File: config.mk
export PLATFORM = sky130hd
export DESIGN_NAME = keysw_device_flat
export DESIGN_NICKNAME = d
export VERILOG_FILES = /design/src/rtl/keysw_device_if.sv /design/src/rtl/keysw_device.sv /design/src/flat_wrapper.sv
export SDC_FILE = /design/constraint.sdc
export NUM_CORES = 1
export LEC_CHECK = 0
export ABC_AREA = 0
export CORE_MARGIN = 3
export CORE_UTILIZATION = 68
export DETAILED_ROUTE_END_ITERATION = 6
export DONT_BUFFER_PORTS = 1
export GPL_TIMING_DRIVEN = 0
export PLACE_DENSITY = 0.84
export RECOVER_POWER = 50
export SKIP_LAST_GASP = 1
export SYNTH_ARGS = -nofsm -noshare
export SYNTH_HDL_FRONTEND = slang
export SYNTH_SLANG_ARGS = --single-unit
File: constraint.sdc
create_clock -name clk -period 5.8 [get_ports clk]
set_input_delay 1.16 -clock clk [delete_from_list [all_inputs] [get_ports clk]]
set_output_delay 1.16 -clock clk [all_outputs]
set_load 0.1 [all_outputs]
File: src/rtl/keysw_device_if.sv
// ----------------------------------------------------------------------------
// keysw_device_if -- CPU memory-stage bus as seen by the KEY/SW device.
//
// Bus protocol: single-cycle strobes with no backpressure. The master holds
// abus/we/re/wdata for one clk cycle. The slave answers in the same cycle:
// sel and rdata are combinational from abus. Any state change caused by the
// access (store, read-clears-Ready) takes effect at the closing rising edge.
//
// Signals:
//   abus  [DBITS] master->slave  address
//   we           master->slave  store strobe
//   re           master->slave  load strobe
//   wdata [DBITS] master->slave  store data
//   rdata [DBITS] slave->master  load data, 0 when sel is 0
//   sel          slave->master  abus hits one of the device registers
// ----------------------------------------------------------------------------
interface keysw_device_if #(
  parameter int DBITS = 32
);
  logic [DBITS-1:0] abus;
  logic             we;
  logic             re;
  logic [DBITS-1:0] wdata;
  logic [DBITS-1:0] rdata;
  logic             sel;

  modport master (
    output abus,
    output we,
    output re,
    output wdata,
    input  rdata,
    input  sel
  );

  modport slave (
    input  abus,
    input  we,
    input  re,
    input  wdata,
    output rdata,
    output sel
  );
endinterface

File: src/rtl/keysw_device.sv
// ----------------------------------------------------------------------------
// keysw_device -- memory-mapped push-button (KEY) and slide-switch (SW) port.
//
// Each raw input vector is synchronized (two flops) and debounced: a new
// value is accepted only after the synchronized value has differed from the
// accepted value for DEBOUNCECYC consecutive clk cycles.
//
// Register map (word addresses, exact match only):
//   ADDRKEY     KDATA  R   debounced KEY (pressed = 1), zero-extended
//   ADDRKEY+4   KCTRL  RW  bit0 Ready, bit2 Overrun, bit8 IE
//   ADDRSW      SDATA  R   debounced SW, zero-extended
//   ADDRSW+4    SCTRL  RW  bit0 Ready, bit2 Overrun, bit8 IE
//
//   Ready   sets when the debounced value changes, clears when the data
//           register is read (re=1). A change wins over a same-cycle read.
//   Overrun sets when the debounced value changes while Ready is already 1;
//           only a control store with wdata[2]=0 clears it. Set wins.
//   IE      read/write through control stores (bit8).
//
// Ports:
//   clk    rising-edge clock
//   reset  synchronous, active-high
//   KEY[3:0]  raw buttons, active-low, asynchronous
//   SW[9:0]   raw switches, asynchronous
//   bus       keysw_device_if.slave (abus/we/re/wdata in, rdata/sel out)
//   irq       registered interrupt request (only with KEYSW_IRQ_EN)
//
// Build option: define KEYSW_IRQ_EN to add the IE bits and the irq output.
// Without it there is no IE storage, bit8 reads 0 and stores to it are
// dropped.
// ----------------------------------------------------------------------------

// Synchronizer plus debounce counter for one input vector.
//   raw  asynchronous input (already in active-high form)
//   db   debounced value
//   chg  one-cycle pulse: db loads a new value at the coming edge
module keysw_debounce #(
  parameter int          W   = 4,
  parameter logic [31:0] CYC = 32'd500000
) (
  input  logic         clk,
  input  logic         reset,
  input  logic [W-1:0] raw,
  output logic [W-1:0] db,
  output logic         chg
);
  logic [W-1:0] sync_1;
  logic [W-1:0] sync_2;
  logic [31:0]  cnt;
  logic         differ;

  assign differ = (sync_2 != db);
  // The counter holds how many differing cycles already went by, so the
  // CYC-th consecutive differing cycle is the one that sees CYC-1.
  assign chg    = differ && (cnt == CYC - 32'd1);

  always_ff @(posedge clk) begin
    if (reset) begin
      sync_1 <= '0;
      sync_2 <= '0;
      db     <= '0;
      cnt    <= '0;
    end else begin
      sync_1 <= raw;
      sync_2 <= sync_1;
      if (!differ) begin
        cnt <= '0;
      end else if (chg) begin
        // Load whatever is synchronized now; a value that wandered while
        // still differing is accepted as it stands at the end of the count.
        db  <= sync_2;
        cnt <= '0;
      end else begin
        cnt <= cnt + 32'd1;
      end
    end
  end
endmodule

module keysw_device #(
  parameter int               DBITS       = 32,
  parameter logic [DBITS-1:0] ADDRKEY     = 32'hFFFFF080,
  parameter logic [DBITS-1:0] ADDRSW      = 32'hFFFFF090,
  parameter logic [31:0]      DEBOUNCECYC = 32'd500000
) (
  input  logic                clk,
  input  logic                reset,
  input  logic [3:0]          KEY,
  input  logic [9:0]          SW,
  keysw_device_if.slave       bus
`ifdef KEYSW_IRQ_EN
  ,
  output logic                irq
`endif
);
  localparam logic [DBITS-1:0] ADDR_KDATA = ADDRKEY;
  localparam logic [DBITS-1:0] ADDR_KCTRL = ADDRKEY + DBITS'(4);
  localparam logic [DBITS-1:0] ADDR_SDATA = ADDRSW;
  localparam logic [DBITS-1:0] ADDR_SCTRL = ADDRSW + DBITS'(4);

  // --------------------------------------------------------------------------
  // Input conditioning
  // --------------------------------------------------------------------------
  logic [3:0] k_db;
  logic [9:0] s_db;
  logic       k_chg;
  logic       s_chg;

  // KEY is inverted up front so that everything downstream sees pressed=1.
  keysw_debounce #(.W(4), .CYC(DEBOUNCECYC)) u_key_db (
    .clk   (clk),
    .reset (reset),
    .raw   (~KEY),
    .db    (k_db),
    .chg   (k_chg)
  );

  keysw_debounce #(.W(10), .CYC(DEBOUNCECYC)) u_sw_db (
    .clk   (clk),
    .reset (reset),
    .raw   (SW),
    .db    (s_db),
    .chg   (s_chg)
  );

  // --------------------------------------------------------------------------
  // Bus decode
  // --------------------------------------------------------------------------
  logic k_rd;   // load from KDATA (clears KEY Ready)
  logic s_rd;   // load from SDATA (clears SW Ready)
  logic k_cw;   // store to KCTRL
  logic s_cw;   // store to SCTRL

  assign k_rd = bus.re && (bus.abus == ADDR_KDATA);
  assign s_rd = bus.re && (bus.abus == ADDR_SDATA);
  assign k_cw = bus.we && (bus.abus == ADDR_KCTRL);
  assign s_cw = bus.we && (bus.abus == ADDR_SCTRL);

  // Only wdata[2] and (optionally) wdata[8] matter; fold the rest away.
  logic unused_wdata;
  assign unused_wdata = ^bus.wdata;

  // --------------------------------------------------------------------------
  // Ready / Overrun
  // --------------------------------------------------------------------------
  logic k_ready;
  logic k_ovr;
  logic s_ready;
  logic s_ovr;

  always_ff @(posedge clk) begin
    if (reset) begin
      k_ready <= 1'b0;
      k_ovr   <= 1'b0;
      s_ready <= 1'b0;
      s_ovr   <= 1'b0;
    end else begin
      // A fresh value outranks a same-cycle read so it is never lost.
      if (k_chg)     k_ready <= 1'b1;
      else if (k_rd) k_ready <= 1'b0;
      if (s_chg)     s_ready <= 1'b1;
      else if (s_rd) s_ready <= 1'b0;

      // The set event outranks a clearing store.
      if (k_chg && k_ready)              k_ovr <= 1'b1;
      else if (k_cw && !bus.wdata[2])    k_ovr <= 1'b0;
      if (s_chg && s_ready)              s_ovr <= 1'b1;
      else if (s_cw && !bus.wdata[2])    s_ovr <= 1'b0;
    end
  end

  // --------------------------------------------------------------------------
  // Interrupt enable and request
  // --------------------------------------------------------------------------
  logic k_ie;
  logic s_ie;

`ifdef KEYSW_IRQ_EN
  always_ff @(posedge clk) begin
    if (reset) begin
      k_ie <= 1'b0;
      s_ie <= 1'b0;
      irq  <= 1'b0;
    end else begin
      if (k_cw) k_ie <= bus.wdata[8];
      if (s_cw) s_ie <= bus.wdata[8];
      // Registered from the current Ready/IE, hence one cycle behind them.
      irq <= (k_ready && k_ie) || (s_ready && s_ie);
    end
  end
`else
  assign k_ie = 1'b0;
  assign s_ie = 1'b0;
`endif

  // --------------------------------------------------------------------------
  // Read mux (combinational, same cycle as the access)
  // --------------------------------------------------------------------------
  function automatic logic [DBITS-1:0] ctrl_word(input logic ie,
                                                 input logic ovr,
                                                 input logic rdy);
    logic [DBITS-1:0] w;
    w    = '0;
    w[8] = ie;
    w[2] = ovr;
    w[0] = rdy;
    return w;
  endfunction

  always_comb begin
    bus.rdata = '0;
    bus.sel   = 1'b0;
    if (bus.abus == ADDR_KDATA) begin
      bus.sel   = 1'b1;
      bus.rdata = DBITS'(k_db);
    end else if (bus.abus == ADDR_KCTRL) begin
      bus.sel   = 1'b1;
      bus.rdata = ctrl_word(k_ie, k_ovr, k_ready);
    end else if (bus.abus == ADDR_SDATA) begin
      bus.sel   = 1'b1;
      bus.rdata = DBITS'(s_db);
    end else if (bus.abus == ADDR_SCTRL) begin
      bus.sel   = 1'b1;
      bus.rdata = ctrl_word(s_ie, s_ovr, s_ready);
    end
  end
endmodule

File: src/flat_wrapper.sv
// flat-port wrapper written by rule: the top's interface ports become plain ports
module keysw_device_flat 
#(
  parameter int               DBITS       = 32,
  parameter logic [DBITS-1:0] ADDRKEY     = 32'hFFFFF080,
  parameter logic [DBITS-1:0] ADDRSW      = 32'hFFFFF090,
  parameter logic [31:0]      DEBOUNCECYC = 32'd500000
)
  (clk, reset, KEY, SW, bus_abus, bus_we, bus_re, bus_wdata, bus_rdata, bus_sel);
  keysw_device_if #(.DBITS(DBITS)) bus_i ();
  input  logic clk;
  input  logic reset;
  input  logic [3:0] KEY;
  input  logic [9:0] SW;
  input wire logic [$bits(bus_i.abus)-1:0] bus_abus;
  input wire logic [$bits(bus_i.we)-1:0] bus_we;
  input wire logic [$bits(bus_i.re)-1:0] bus_re;
  input wire logic [$bits(bus_i.wdata)-1:0] bus_wdata;
  output wire logic [$bits(bus_i.rdata)-1:0] bus_rdata;
  output wire logic [$bits(bus_i.sel)-1:0] bus_sel;
  assign bus_i.abus = bus_abus;
  assign bus_i.we = bus_we;
  assign bus_i.re = bus_re;
  assign bus_i.wdata = bus_wdata;
  assign bus_rdata = bus_i.rdata;
  assign bus_sel = bus_i.sel;
  keysw_device #(.DBITS(DBITS), .ADDRKEY(ADDRKEY), .ADDRSW(ADDRSW), .DEBOUNCECYC(DEBOUNCECYC)) u_core (.clk(clk), .reset(reset), .KEY(KEY), .SW(SW), .bus(bus_i));
endmodule
==> impl_metrics.tcl <==
set metrics [dict create \
    synth_top_area_frac 0.450 \
    grt_pass1_wl_um 16800 \
    critPathMaxFanout 8 \
    finish.utilization 0.775 \
    tns_ns 0 \
    routedWlPerCell_um 14.5 \
    antenna_cells 0 \
    synth_edf_count 0 \
    io_pins 115 \
    synthTopCellsByArea "dfxtp_1, xor2_1, xnor2_1" \
    finalMaxSlewViolations 0 \
    rsz0062_at_grt "false" \
    initialDrtViolationCount 145 \
    p_leak_nw 1.88 \
    vias 3861 \
    yosysUniqueCellTypes 42 \
    syn-cell-area_um2 4890 \
    grt_max_degree 25 \
    synth_ff_type "dfxtp_1" \
    gr-total-overflow 0 \
    yosys_register_bits 110 \
    numCtsBuffers 9 \
    core_um2 6870 \
    crit_chain "or4b_4 > nor4_4 > nand4_1 > and2b_1" \
    end_kind "primary output" \
    n_fill_cell 484 \
    die_x_um 90.8 \
    port_buffers 0 \
    hold_violations 0 \
    maxCapViolations 0 \
    clk_pin_slew_ns 0.13 \
    critPathRequiredTime_ns 4.64 \
    antenna_left 0 \
    htreeDepth 3 \
    crit_arrival_ns 3.16 \
    first_global_vias 3735 \
    final_cell_mix "dfxtp_1, nor2_1, nand3_1" \
    drive_gt1_frac 0.0822 \
    totalWireLength_um 9830 \
    area_delta_synth_final_pct 8.96 \
    hpwl_um 7060 \
    max_stage_delay_ns 0.91 \
    post-route-period-util 0.745 \
    crit_slowest_cell "and2b_1" \
    die_height_um 90.8 \
    tightest_slew_ns 1.23 \
    cts_sinks 110 \
    drt-pass1-iter-count 7 \
    clock_skew_ns 0.0227 \
    multi_input_area_um2 2460 \
    synthArstFlopShare 0 \
    ff_latch_area_um2 2200 \
    syn_inst 545 \
    place_congestion 0.902 \
    clockBufferDepth 2 \
    power.density_nw_per_um2 258 \
    final_nets 663 \
    cts-resized-gates 0 \
    synth-warning-count 0 \
    min_period_ns 4.32 \
    clock_latency_ns 0.38 \
    status "finished clean" \
    yosys.area.top_type "dfxtp_1" \
    setup_viol 0 \
    rows 30 \
    maxSlewHeadroom 0.171 \
    antenna_found_initial 0 \
    tritoncts "yes" \
    critPathBufInv 0 \
    layout_commonest_cell "dfxtp_1" \
    dieArea_um2 8240 \
    worst_hold_path_type "reg -> reg" \
    avgSynthCellArea_um2 8.97 \
    path_class "in -> out" \
    postCtsSetupBuffers 0 \
    cts-root-buf "clkbuf_8" \
    hold_buffers 0 \
    start_kind "primary input" \
    grtUsageTotal 0.244 \
    synth_seq_area_share 0.450 \
    vdd_drop_max_mv 0.199 \
    drc 0 \
    max_freq_mhz 231 \
    initial_core_util 0.712 \
    path_delay_family "simple AND/OR/NAND/NOR gates" \
    vias_per_cell 5.68 \
]
kinds of logic (layout without fill, tap and decap cells):
logic type / count (synthesis) / count (layout) / share of synthesized area
xor+xnor: 70 / 70 / 0.125
compound gates: 34 / 34 / 0.0392
buf+inv: 54 / 72 / 0.0584
flops: 110 / 110 / 0.450
simple gates: 266 / 266 / 0.299
fa+ha+maj: 2 / 2 / 0.00512
other cells: 1 / 22 / 0.000767
mux: 8 / 8 / 0.0215
power by group:
group          total, mW  switching (mW)  internal [mW]
Clock              0.476           0.295          0.181
Sequential         0.774         0.00742          0.767
Combinational      0.122          0.0958         0.0262
Total               1.37           0.398          0.974
cell usage after synthesis (2+ instances only):
library cell / n
or3_1: 4
and2_1: 7
nor2_1: 75
xnor2_1: 34
clkbuf_1: 21
nand4b_1: 2
o21ai_0: 14
inv_1: 10
and3_1: 9
buf_4: 22
xor2_1: 36
nand3_1: 37
ha_1: 2
and4_1: 9
dfxtp_1: 110
nand4_1: 24
nor2b_1: 25
nor4_1: 17
nor4_4: 2
mux4_2: 2
nand3b_1: 2
a21oi_1: 15
mux2i_1: 6
nor3_1: 16
and2b_1: 2
nand2_1: 21
nor4b_1: 6
registers in the layout, summed over array words and instances (netlist names), 4 cells and up:
register and count:
u_core.u_key_db.cnt 32, u_core.u_sw_db.cnt 32, u_core.u_sw_db.db 10, u_core.u_sw_db.sync_1 10, u_core.u_sw_db.sync_2 10, u_core.u_key_db.db 4
u_core.u_key_db.sync_1 4, u_core.u_key_db.sync_2 4
metrics by stage:
stage / worst slack (ns) / instance area [um^2] / cells / hold slack, ns / power, mW
global route: 1.38 / 5330 / 680 / 0.460 / 1.42
global placement: 0.323 / 5090 / 662 / 0.420 / 0.911
floorplan: 0.419 / 4970 / 566 / 0.414 / 0.900
detailed placement: 1.56 / 5130 / 664 / 0.426 / 0.913
finish: 1.48 / 5330 / 680 / 0.435 / 1.37
CTS: 1.52 / 5350 / 680 / 0.438 / 1.38
area by class of cell:
type | count | share of cell area
repair buffers | 2 | 0.00564
well taps | 96 | 0.0226
clock inverters | 7 | 0.0190
inverters | 10 | 0.00705
plain buffers | 44 | 0.0465
flip-flops and latches | 110 | 0.413
multi-input cells | 402 | 0.463
clock buffers | 9 | 0.0233
final timing paths:
check                             from                        end  slack [ns]  cells after the start
max                        bus_abus[1]               bus_rdata[0]        1.48                      4
min          u_core.u_key_db.sync_1[0]  u_core.u_key_db.sync_2[0]        0.43                      1
min reg2reg  u_core.u_key_db.sync_1[0]  u_core.u_key_db.sync_2[0]        0.43                      1
max reg2reg      u_core.u_sw_db.cnt[5]     u_core.u_sw_db.cnt[31]        2.95                      5
routing by layer:
layer	part of all wire	track usage	wire length (um)
met2	0.52	0.435	5100
met1	0.41	0.279	4050
met5	0	0	0
met4	0.019	0.0854	191
met3	0.050	0.0658	488
worst register-to-register path, cell delays in order, from the launching register on:
cell and delay, ns:
dfxtp_1 0.48, nand4_1 0.24, nor4_1 1.04, nand3_1 0.43
or3_1 0.45, a21oi_1 0.14
Note: power is estimated with default switching activity, not from simulation.
